[src/rtl/spi_slave_sel_ctrl.sv]
// Slave-select sequencer for a shared SPI bus.
// A selection changes only while the MCU bus is idle. Between two
// selections a guard gap is inserted with no slave selected. The one-hot
// sw_flag bus steers the MISO return mux. The MCU chip select is gated
// onto the single selected slave_cs_n line.
//
// Handshake: sel_req is a one-cycle strobe, and sel_idx is valid only in
// that cycle. There is no back-pressure. A request that arrives while
// sel_busy is high replaces the pending target. Every accepted request
// chain ends in exactly one sel_ack pulse. A rejected index produces a
// sel_err pulse instead.
module spi_slave_sel_ctrl #(
    parameter int NUM_SLAVES  = 7,
    parameter int GUARD_CYC   = 8,
    parameter int SYNC_STAGES = 2,
    parameter int IDXW        = $clog2(NUM_SLAVES + 1)
) (
    input  logic                  clk,
    input  logic                  rst_n,
    input  logic                  sel_req,
    input  logic [IDXW-1:0]       sel_idx,
    input  logic                  mcu_spi_cs_n,
    output logic [NUM_SLAVES-1:0] sw_flag,
    output logic [NUM_SLAVES-1:0] slave_cs_n,
    output logic                  sel_busy,
    output logic                  sel_ack,
    output logic                  sel_err,
    output logic                  cs_viol
);

    localparam int CNTW = (GUARD_CYC > 1) ? $clog2(GUARD_CYC) : 1;
    localparam logic [CNTW-1:0] GUARD_LOAD = CNTW'(GUARD_CYC - 1);

    typedef enum logic [1:0] {
        IDLE     = 2'd0,
        ACTIVE   = 2'd1,
        WAIT_BUS = 2'd2,
        GUARD    = 2'd3
    } state_t;

    state_t                  state, state_nxt;
    logic [IDXW-1:0]         cur, cur_nxt;
    logic [IDXW-1:0]         pend, pend_nxt;
    logic [CNTW-1:0]         cnt, cnt_nxt;
    logic [NUM_SLAVES-1:0]   sw_nxt;
    logic                    ack_nxt, err_nxt, viol_nxt;
    logic [SYNC_STAGES-1:0]  sync_q;
    logic                    cs_sync, cs_sync_d, cs_fall;
    logic [IDXW:0]           idx_ext;
    logic                    req_ok, req_bad;
    logic [IDXW-1:0]         target;

    // Slave number to one-hot select: slave 1 is bit 0, and index 0 gives all zeros.
    function automatic logic [NUM_SLAVES-1:0] onehot(input logic [IDXW-1:0] idx);
        logic [NUM_SLAVES-1:0] v;
        v = '0;
        for (int i = 0; i < NUM_SLAVES; i++) begin
            if (idx == IDXW'(i + 1)) v[i] = 1'b1;
        end
        return v;
    endfunction

    assign cs_sync    = sync_q[SYNC_STAGES-1];
    assign cs_fall    = cs_sync_d & ~cs_sync;
    assign idx_ext    = {1'b0, sel_idx};
    assign req_bad    = sel_req && (idx_ext > (IDXW + 1)'(NUM_SLAVES));
    assign req_ok     = sel_req && !req_bad;
    assign sel_busy   = (state == WAIT_BUS) || (state == GUARD);
    // Uses the raw CS so that frame edges reach the slave without synchronizer delay.
    assign slave_cs_n = {NUM_SLAVES{mcu_spi_cs_n}} | ~sw_flag;

    // Bring the asynchronous MCU chip select into the clk domain, and keep the previous value for fall detection.
    always_ff @(posedge clk or negedge rst_n) begin
        if (!rst_n) begin
            sync_q    <= '1;
            cs_sync_d <= 1'b1;
        end else begin
            sync_q    <= {sync_q[SYNC_STAGES-2:0], mcu_spi_cs_n};
            cs_sync_d <= cs_sync;
        end
    end

    // State, target registers, guard counter and registered outputs.
    always_ff @(posedge clk or negedge rst_n) begin
        if (!rst_n) begin
            state   <= IDLE;
            cur     <= '0;
            pend    <= '0;
            cnt     <= '0;
            sw_flag <= '0;
            sel_ack <= 1'b0;
            sel_err <= 1'b0;
            cs_viol <= 1'b0;
        end else begin
            state   <= state_nxt;
            cur     <= cur_nxt;
            pend    <= pend_nxt;
            cnt     <= cnt_nxt;
            sw_flag <= sw_nxt;
            sel_ack <= ack_nxt;
            sel_err <= err_nxt;
            cs_viol <= viol_nxt;
        end
    end

    // Next-state and next-output logic.
    always_comb begin
        state_nxt = state;
        cur_nxt   = cur;
        pend_nxt  = pend;
        cnt_nxt   = cnt;
        sw_nxt    = sw_flag;
        ack_nxt   = 1'b0;
        err_nxt   = req_bad;
        viol_nxt  = 1'b0;
        target    = req_ok ? sel_idx : pend;

        case (state)
            IDLE: begin
                sw_nxt  = '0;
                cur_nxt = '0;
                if (req_ok) begin
                    if (sel_idx == '0) begin
                        ack_nxt = 1'b1;
                    end else begin
                        pend_nxt = sel_idx;
                        if (cs_sync) begin
                            state_nxt = GUARD;
                            cnt_nxt   = GUARD_LOAD;
                        end else begin
                            state_nxt = WAIT_BUS;
                        end
                    end
                end
            end

            ACTIVE: begin
                if (req_ok) begin
                    if (sel_idx == cur) begin
                        ack_nxt = 1'b1;
                    end else begin
                        pend_nxt = sel_idx;
                        if (cs_sync) begin
                            state_nxt = GUARD;
                            cnt_nxt   = GUARD_LOAD;
                            sw_nxt    = '0;
                        end else begin
                            state_nxt = WAIT_BUS;
                        end
                    end
                end
            end

            WAIT_BUS: begin
                // The current slave stays selected until its frame ends.
                if (req_ok) pend_nxt = sel_idx;
                if (cs_sync) begin
                    state_nxt = GUARD;
                    cnt_nxt   = GUARD_LOAD;
                    sw_nxt    = '0;
                end
            end

            GUARD: begin
                sw_nxt   = '0;
                viol_nxt = cs_fall;
                if (req_ok) pend_nxt = sel_idx;
                if (cnt == '0) begin
                    // A request in the final guard cycle still counts as the last word.
                    ack_nxt = 1'b1;
                    cur_nxt = target;
                    if (target != '0) begin
                        state_nxt = ACTIVE;
                        sw_nxt    = onehot(target);
                    end else begin
                        state_nxt = IDLE;
                    end
                end else begin
                    cnt_nxt = cnt - 1'b1;
                end
            end

            default: begin
                state_nxt = IDLE;
                sw_nxt    = '0;
            end
        endcase
    end

endmodule
[config.mk]
export PLATFORM = sky130hd
export DESIGN_NAME = spi_slave_sel_ctrl
export DESIGN_NICKNAME = d
export VERILOG_FILES = /design/src/rtl/spi_slave_sel_ctrl.sv
export SDC_FILE = /design/constraint.sdc
export NUM_CORES = 1
export LEC_CHECK = 0
export ABC_AREA = 1
export CAP_MARGIN = 20
export CORE_ASPECT_RATIO = 1.2
export CORE_MARGIN = 2
export CORE_UTILIZATION = 54
export CTS_BUF_LIST = sky130_fd_sc_hd__clkbuf_2 sky130_fd_sc_hd__clkbuf_4 sky130_fd_sc_hd__clkbuf_8
export CTS_CLUSTER_SIZE = 14
export DETAILED_ROUTE_END_ITERATION = 10
export MAX_ROUTING_LAYER = met4
export PLACE_DENSITY = 0.81
export SYNTH_ARGS = -nofsm -noshare
export SYNTH_HDL_FRONTEND = slang
export SYNTH_SLANG_ARGS = --single-unit
export TNS_END_PERCENT = 5
[constraint.sdc]
create_clock -name clk -period 1.85 [get_ports clk]
set_input_delay 0.2775 -clock clk [delete_from_list [all_inputs] [get_ports clk]]
set_output_delay 0.2775 -clock clk [all_outputs]
set_load 0.05 [all_outputs]
Word-level counts from Yosys, hierarchy flattened
Index checks and enable logic that the tools add are counted.
{"block": "op_classes", "mul": 0, "eq_ne": 18, "div": 0, "n_addsub": 1, "reduce_logical": 15, "shifts": 0, "muxes": 44, "n_bitwise": 4, "magnitude_cmp": 1}
{"operator": "3-bit two-way mux", "n": 12}
{"operator": "7-bit two-way mux", "n": 5}
{"operator": "7-bit one-hot mux with 4 select lines", "n": 1}
{"operator": "1-bit two-way mux", "n": 15}
{"operator": "3-bit == test, second input constant", "n": 4}
{"operator": "2-bit two-way mux", "n": 6}
{"operator": "2-bit != test, second input constant", "n": 6}
{"operator": "3-bit one-hot mux with 4 select lines", "n": 1}
{"operator": "3-bit one-hot mux with 3 select lines", "n": 1}
{"operator": "2-bit one-hot mux with 4 select lines", "n": 1}
{"operator": "7-bit inverter", "n": 1}
{"operator": "7-bit OR", "n": 1}
{"operator": "3-bit by 2-bit == test with 1-bit output, second input constant", "n": 2}
{"operator": "3-bit logical NOT", "n": 2}
{"operator": "3-bit one-hot mux with 2 select lines", "n": 1}
{"operator": "6-bit AND reduction", "n": 1}
{"operator": "5-bit AND reduction", "n": 1}
{"operator": "2-bit == test, second input constant", "n": 2}
{"operator": "2-bit AND reduction", "n": 2}
{"operator": "4-bit AND reduction", "n": 1}
{"operator": "3-bit by 1-bit == test with 1-bit output, second input constant", "n": 1}
{"operator": "3-bit == test", "n": 1}
{"operator": "3-bit > comparator, second input constant", "n": 1}
{"operator": "1-bit one-hot mux with 3 select lines", "n": 1}
{"operator": "other kinds (12)", "n": 13}
{"block": "word_totals", "ram_bits": 0, "out_inout_bits": 18, "register_bits": 24, "input_bits": 7, "wordCells": 93, "memories": 0, "rom_bits": 0, "latchBits": 0}

Depth between registers and ports, before layout
Gate-level depths: netlist of the first run.
{"block": "depth", "ltp_word": 10, "depth_mapped": 10, "ltp_nobuf": 10}

Least setup slack after synthesis of the first run
No wires, ideal clock.
{"block": "synth_path", "kind": "reg-to-reg", "startpoint": "register state[0]", "endpoint": "register pend[1]", "path_stages_with_launch": 7, "required_time_ps": 1720, "setup_time_ps": 130, "synth_period_minus_slack_ps": 1668, "n_path_buf": 1, "t_arrival_ps": 1539, "slack_ps": 182, "cell_sequence": "dfrtp_1 ha_1 buf_4 inv_1 nand2_1 o21ai_0 o21ai_0"}
{"block": "synth_between", "elab_chain_cells": 3, "elab_cells_between_ends": 11, "classes_between": "eq/ne (7); mux (1); reduce/logical (3)"}
{"item": "from (decl)", "line": "41", "rtl": "state_t state, state_nxt;"}
{"item": "from (signal assigned)", "line": "95", "rtl": "state <= state_nxt;"}
{"item": "2-bit == test (tied with other cells)", "line": "118", "rtl": "case (state)"}
{"item": "2-bit OR reduction (no line) or 2-bit != test (tied branches)"}
{"item": "3-bit one-hot mux with 3 select lines or 4-bit AND reduction (tied branches)"}
{"item": "to (signal assigned)", "line": "97", "rtl": "pend <= pend_nxt;"}
{"item": "to (decl)", "line": "43", "rtl": "logic [IDXW-1:0] pend, pend_nxt;"}
Parallel ways exist; a longest one is shown, timed or not.
A chain may end at the register's enable or synchronous reset.

Worst setup path in the final report of the first run
{"block": "layout_path", "startpoint": "register sw_flag[1]", "endpoint": "output sw_flag[1]"}
{"item": "from (decl)", "line": "23", "rtl": "output logic [NUM_SLAVES-1:0] sw_flag,"}
{"item": "from (signal assigned)", "line": "99", "rtl": "sw_flag <= sw_nxt;"}
No word-level cell between the ends.

==> results of run 1 <==
==> report_power, final <==
part	internal (mW)	leakage (nW)	switching (mW)
logic	0.462	0.703	0.853
clock network	0.219	0.0279	0.161
registers	0.662	0.302	0.105
==> Yosys cell counts (all sizes together) <==
| master | n | share of area, % |
|---|---|---|
| a21oi | 5 | 1.8 |
| buf | 2 | 1.9 |
| conb | 1 | 0.26 |
| dfrtp | 21 | 37 |
| dfstp | 3 | 5.6 |
| ha | 7 | 6.2 |
| inv | 22 | 5.8 |
| nand2 | 77 | 22 |
| nand3 | 8 | 4.9 |
| nand4 | 3 | 1.3 |
| nor2 | 16 | 5.5 |
| o21ai | 12 | 6.1 |
| o21bai | 1 | 0.53 |
| o22ai | 2 | 0.88 |
| or2 | 1 | 0.44 |
==> stage by stage <==
| step | power, mW | hold slack (ns) |
|---|---|---|
| after floorplan | 1.75 | -0.0181 |
| after global placement | 1.97 | 0.351 |
| after detailed placement | 2.03 | 0.348 |
| after CTS | 2.43 | 0.308 |
| after global routing | 2.65 | 0.320 |
| final | 2.46 | 0.298 |
==> how the worst max path moves through the flow <==
stage,start,endpoint,slack (ns),depth (start not counted)
after floorplan,state[0],pend[1],0.18,6
after global placement,sel_idx[0],sw_flag[6],0.18,8
after detailed placement,sel_idx[0],sw_flag[1],0.13,8
after CTS,state[1],sel_busy,0.02,4
after global routing,sw_flag[1],sw_flag[1],0.002,1
final,sw_flag[1],sw_flag[1],0.04,1
==> metal layers <==
metal | vias up | global-route usage [%] | routed length, um
li1 | 616 | - | -
met4 | 0 | 7.72 | 40
met2 | 29 | 39.8 | 1610
met3 | 6 | 3.25 | 110
met5 | - | - | 0
met1 | 568 | 25.4 | 1300
==> cells in the final DEF (no fill, tap or decap), drive strengths merged <==
master,n
dfstp,3
bufinv,1
clkdlybuf4s50,10
o21ai,12
nand3,8
conb,1
a21oi,5
nor2,16
dlymetal6s2s,6
nand2,77
o22ai,2
or2,1
o21bai,1
inv,22
buf,9
dfrtp,21
clkbuf,3
ha,7
nand4,3
==> flip-flops by register name (all words and copies together), names as in the netlist <==
register,flops
cs_viol,1
sel_err,1
pend,3
sync_q,2
cs_sync_d,1
sel_ack,1
cur,3
sw_flag,7
cnt,3
state,2
==> what timing repair did <==
item | 4_1_cts | 5_1_grt
endpoints found under the setup margin | 1 | 7
hold endpoints to repair | 0 | 0
gates resized for setup | 2 | 9
==> worst register-to-register path, delay by kind of cell (launching register included) <==
kind	cells	cell delay (ns)
AO/OA/AOI/OAI	1	0.06
buffers and inverters	1	0.10
adder cells (fa/ha/maj)	1	0.23
flip-flops	1	0.50
AND/OR/NAND/NOR	5	0.68
==> kinds of logic after synthesis <==
family	count (synthesis)	share of synthesized area, %
AND/OR/NAND/NOR	105	34.0
flip-flops	24	42.6
buffers and inverters	24	7.76
other	1	0.264
AO/OA/AOI/OAI	20	9.26
adder cells (fa/ha/maj)	7	6.17
==> cell type report <==
| cell class | instances | share of cell area (%) |
|---|---|---|
| multi-input cells | 133 | 39.2 |
| clock inverters | 1 | 1.62 |
| flip-flops and latches | 24 | 32.7 |
| inverters | 22 | 4.47 |
| repair buffers | 25 | 18.5 |
| clock buffers | 3 | 1.22 |
| well taps | 33 | 2.23 |
==> impl_metrics.csv, run 1 <==
group,metric,value,unit
status,status,"finished, final reports clean",
detailed_routing,ant_nets,0,
job,cap_viol_max_count,0,
finish,final_layout_size_suffix_gt1_share,20.2,%
sta,unrepaired_setup_endpoints_after_global_routing,"no",
sta,final_hold_viol_count,0,
clock_network,htree_num_levels,1,
sta,tightestPinTransition,0.511,ns
clock_network,cts_hold_buffers,0,
finish,fin_area,1850,um^2
clock_network,worstSkewPairLatency,0.32,ns
pwr,cellPowerDensity,1330,nW/um^2
synth,syn_area_per_cell,7.84,um^2
grt,initial_antenna_violation_count,0,
pwr,static-leakage-power,1.03,nW
sta,highest_clock_frequency_the_design_can_meet,0.554,GHz
finish,nNetsFinal,223,
floorplanning,dieWidth,50.8,um
place,detailedPlace.worstSlack,0.133,ns
clock_network,numCtsBuffers,3,
floorplanning,dieArea,3060,um^2
critical_path,critical_path_peak_fanout,3,
critical_path,timing.critical_path.required,1.57,ns
critical_path,timing.critical_path.from_type,"flip-flop",
floorplanning,floorplan.die.height,60.2,um
critical_path,cp_data_arrival_time,1.53,ns
critical_path,r2r_end,"sw_flag[6]",
critical_path,end_kind,"output port",
finish,num_antenna_cells,0,
floorplanning,core_footprint,2530,um^2
grt,first_global_vias,1175,
synth,synthesis.instances,181,
detailed_routing,drt_pass1_iterations,4,
detailed_routing,routedWlPerCell,12.7,um
place,placement.cell_area,1760,um^2
clock_network,root_buffer,"sky130_fd_sc_hd__clkbuf_4",
critical_path,crit_type,"reg2out",
clock_network,cts-root-to-sink-buffers,2,
finish,fillers,195,
floorplanning,fp-row-count,20,
sta,slew_viol_final,0,
synth,synth_nets,195,
sta,finalSetupTns,0,ns
detailed_routing,detail_route.vias_per_cell,5.06,
critical_path,worst_path_largest_cell_delay,0.82,ns
floorplanning,top_level_ports,25,
sta,slew-limit-headroom,65.9,%
place,place.detailed.instances,237,
sta,final_report_setup_violation_count,0,
detailed_routing,finalWirelength,3060,um
critical_path,rrSetupSlack,0.20,ns
floorplanning,initial_core_util,56.1,%
critical_path,critical-path-top-delay-family,"buffers and inverters",
worst_hold_path,worst_hold_path_type,"in2async",
synth,ys_seq_elements,24,
synth,syn-cell-area,1420,um^2
sta,worst_slack,0.0448,ns
grt,grt_pass1_wl,4930,um
critical_path,master_of_the_slowest_instance_on_the_critical_path,"sky130_fd_sc_hd__clkdlybuf4s50_1",
sta,final.setup_skew,0.00238,ns
critical_path,cp.buffers_inverters,1,
critical_path,r2r-start,"state[1]",
clock_network,post-cts-setup-buffers,0,
synth,synth-warning-count,0,
synth,seq_area_frac_synth,42.6,%
grt,largest_net_degree_at_the_start_of_global_routing,25,
clock_network,numClockSinks,24,
synth,synth_cell_type_count,24,
sta,period_needed,1.81,ns
finish,area.sequential,606,um^2
clock_network,worst_setup_hold_path_clk_slew,0.13,ns
detailed_routing,drcViolationCount,0,
finish,post-route-util,73.2,%
detailed_routing,first_iter_violations,30,
detailed_routing,vias,1219,
finish,post_layout_nonfiller_instances,241,
place,post-dp-hpwl,2360,um
grt,global_route.usage.total,22.2,%
place,port-buffer-count,24,
finish,area_delta_synth_final,30.3,%
place,routabilityCongestion,0.929,
clock_network,tritoncts,"done",
critical_path,r2r_cells,8,
grt,global_route.overflow_total,0,
finish,multiInputGateArea,724,um^2
pwr,irDropWorstVdd,0.00116,V
critical_path,crit_chain,"clkdlybuf4s50_1",
sta,min_period_over_period,97.6,%
No activity file was read; power rests on OpenSTA's default activity.
==> run 2, diff against run 1 <==
- CORE_ASPECT_RATIO: 1.2 -> 0.5
- TNS_END_PERCENT: 5 -> default
==> impl_metrics.csv, run 2 (synthesized netlist as in run 1, its figures left out) <==
group,metric,value,unit
finish,num_antenna_cells,0,
pwr,static-leakage-power,0.924,nW
finish,post_layout_nonfiller_instances,246,
sta,final.setup_skew,0.00406,ns
critical_path,master_of_the_slowest_instance_on_the_critical_path,"sky130_fd_sc_hd__clkdlybuf4s50_1",
sta,finalSetupTns,0,ns
detailed_routing,vias,1234,
place,post-dp-hpwl,2210,um
status,status,"finished, final reports clean",
critical_path,timing.critical_path.from_type,"flip-flop",
clock_network,root_buffer,"sky130_fd_sc_hd__clkbuf_8",
sta,min_period_over_period,95.1,%
clock_network,numCtsBuffers,3,
grt,initial_antenna_violation_count,0,
detailed_routing,finalWirelength,2900,um
finish,area_delta_synth_final,29.2,%
critical_path,end_kind,"output port",
critical_path,crit_type,"reg2out",
detailed_routing,drt_pass1_iterations,4,
finish,nNetsFinal,224,
clock_network,tritoncts,"done",
detailed_routing,detail_route.vias_per_cell,5.02,
clock_network,numClockSinks,24,
grt,largest_net_degree_at_the_start_of_global_routing,25,
floorplanning,fp-row-count,13,
critical_path,timing.critical_path.required,1.57,ns
floorplanning,core_footprint,2540,um^2
floorplanning,floorplan.die.height,40.2,um
critical_path,crit_chain,"clkdlybuf4s50_1",
finish,final_common_cell,"sky130_fd_sc_hd__nand2_1",
floorplanning,initial_core_util,55.9,%
sta,highest_clock_frequency_the_design_can_meet,0.568,GHz
grt,global_route.usage.total,21.0,%
critical_path,cp_data_arrival_time,1.48,ns
sta,final_report_setup_violation_count,0,
sta,final_hold_viol_count,0,
critical_path,cp.buffers_inverters,1,
finish,final_cell_mix,"sky130_fd_sc_hd__nand2_1 (70), sky130_fd_sc_hd__dfrtp_1 (21), sky130_fd_sc_hd__inv_1 (19)",
clock_network,htree_num_levels,1,
place,routabilityCongestion,0.953,
sta,period_needed,1.76,ns
floorplanning,dieWidth,76.5,um
sta,whs,0.354,ns
place,detailedPlace.worstSlack,0.0972,ns
job,cap_viol_max_count,0,
grt,global_route.overflow_total,0,
clock_network,worstSkewPairLatency,0.27,ns
clock_network,cts-root-to-sink-buffers,2,
critical_path,critical-path-top-delay-family,"buffers and inverters",
place,port-buffer-count,24,
pwr,irDropWorstVdd,0.000691,V
worst_hold_path,worst_hold_path_type,"in2async",
detailed_routing,ant_nets,0,
detailed_routing,routedWlPerCell,11.8,um
critical_path,worst_path_largest_cell_delay,0.82,ns
floorplanning,top_level_ports,25,
sta,slew-limit-headroom,66.4,%
finish,largest_reg_flops,7,
floorplanning,dieArea,3080,um^2
detailed_routing,first_iter_violations,87,
clock_network,post-cts-setup-buffers,0,
clock_network,worst_setup_hold_path_clk_slew,0.08,ns
place,place.detailed.instances,242,
clock_network,cts_hold_buffers,0,
grt,first_global_vias,1081,
grt,grt_pass1_wl,4660,um
critical_path,critical_path_peak_fanout,3,
sta,unrepaired_setup_endpoints_after_global_routing,"no",
sta,slew_viol_final,0,
detailed_routing,drcViolationCount,0,
sta,worst_slack,0.0905,ns
finish,largest_register,"sw_flag",
sta,tightestPinTransition,0.502,ns
pwr,cellPowerDensity,1310,nW/um^2
finish,final_layout_size_suffix_gt1_share,20.1,%
## run 2: stage by stage
stage | utilization (%) | power (mW) | area [um^2]
final | 72.2 | 2.40 | 1830
after global routing | 72.2 | 2.59 | 1830
after CTS | 72.1 | 2.41 | 1830
after detailed placement | 69.9 | 2.03 | 1770
after global placement | 69.9 | 1.98 | 1770
after floorplan | - | 1.75 | 1420
## run 2: cell type report
class	instances	area [um^2]
Clock buffer	4	55.1
Fill cell	212	704
Tap cell	37	46.3
Multi-Input combinational cell	133	709
Timing Repair Buffer	26	335
Inverter	22	82.6
Sequential cell	24	604
## run 2: report_power, final
group,switching (mW),total [mW],internal [mW]
Clock,0.166,0.356,0.190
Sequential,0.0879,0.748,0.661
Combinational,0.846,1.30,0.453
## run 2: path summary, 6_finish.rpt
path / startpoint / end / slack [ns] / depth (start not counted)
worst max-delay path: sw_flag[4] / sw_flag[4] / 0.09 / 1
worst min-delay path: rst_n / cs_viol / 0.35 / 2
worst max register to register: state[1] / sw_flag[6] / 0.25 / 8
worst min register to register: sync_q[0] / sync_q[1] / 0.36 / 0
max in group asynchronous: rst_n / sync_q[1] / 1.21 / 2
min in group clk: sync_q[0] / sync_q[1] / 0.36 / 0
## run 2: routing by layer
layer | routed length [um] | part of all wire, % | track usage [%]
met5 | 0 | 0 | -
met4 | 52 | 1.8 | 8.64
met1 | 1430 | 49 | 25.7
met2 | 1290 | 44 | 35.0
met3 | 133 | 4.6 | 5.41
## run 2: worst reg2reg max path, delay by kind of cell, from the launching register on
| kind | cells | cell delay, ns |
|---|---|---|
| DFF | 1 | 0.45 |
| AOI/OAI and AO/OA | 1 | 0.06 |
| buffers and inverters | 1 | 0.10 |
| adders and majority gates | 1 | 0.23 |
| and+or+nand+nor | 5 | 0.65 |
## run 2: timing repair
action	in CTS	in global routing
pin swaps	0	0
endpoints found under the setup margin	1	1
gates cloned	0	0
gates resized for setup	1	1
==> run 3, diff against run 2 <==
- GPL_ROUTABILITY_DRIVEN: default -> 0
==> results of run 3 <==
Same layout as run 2: the final DEF is identical, and so are final timing and power.
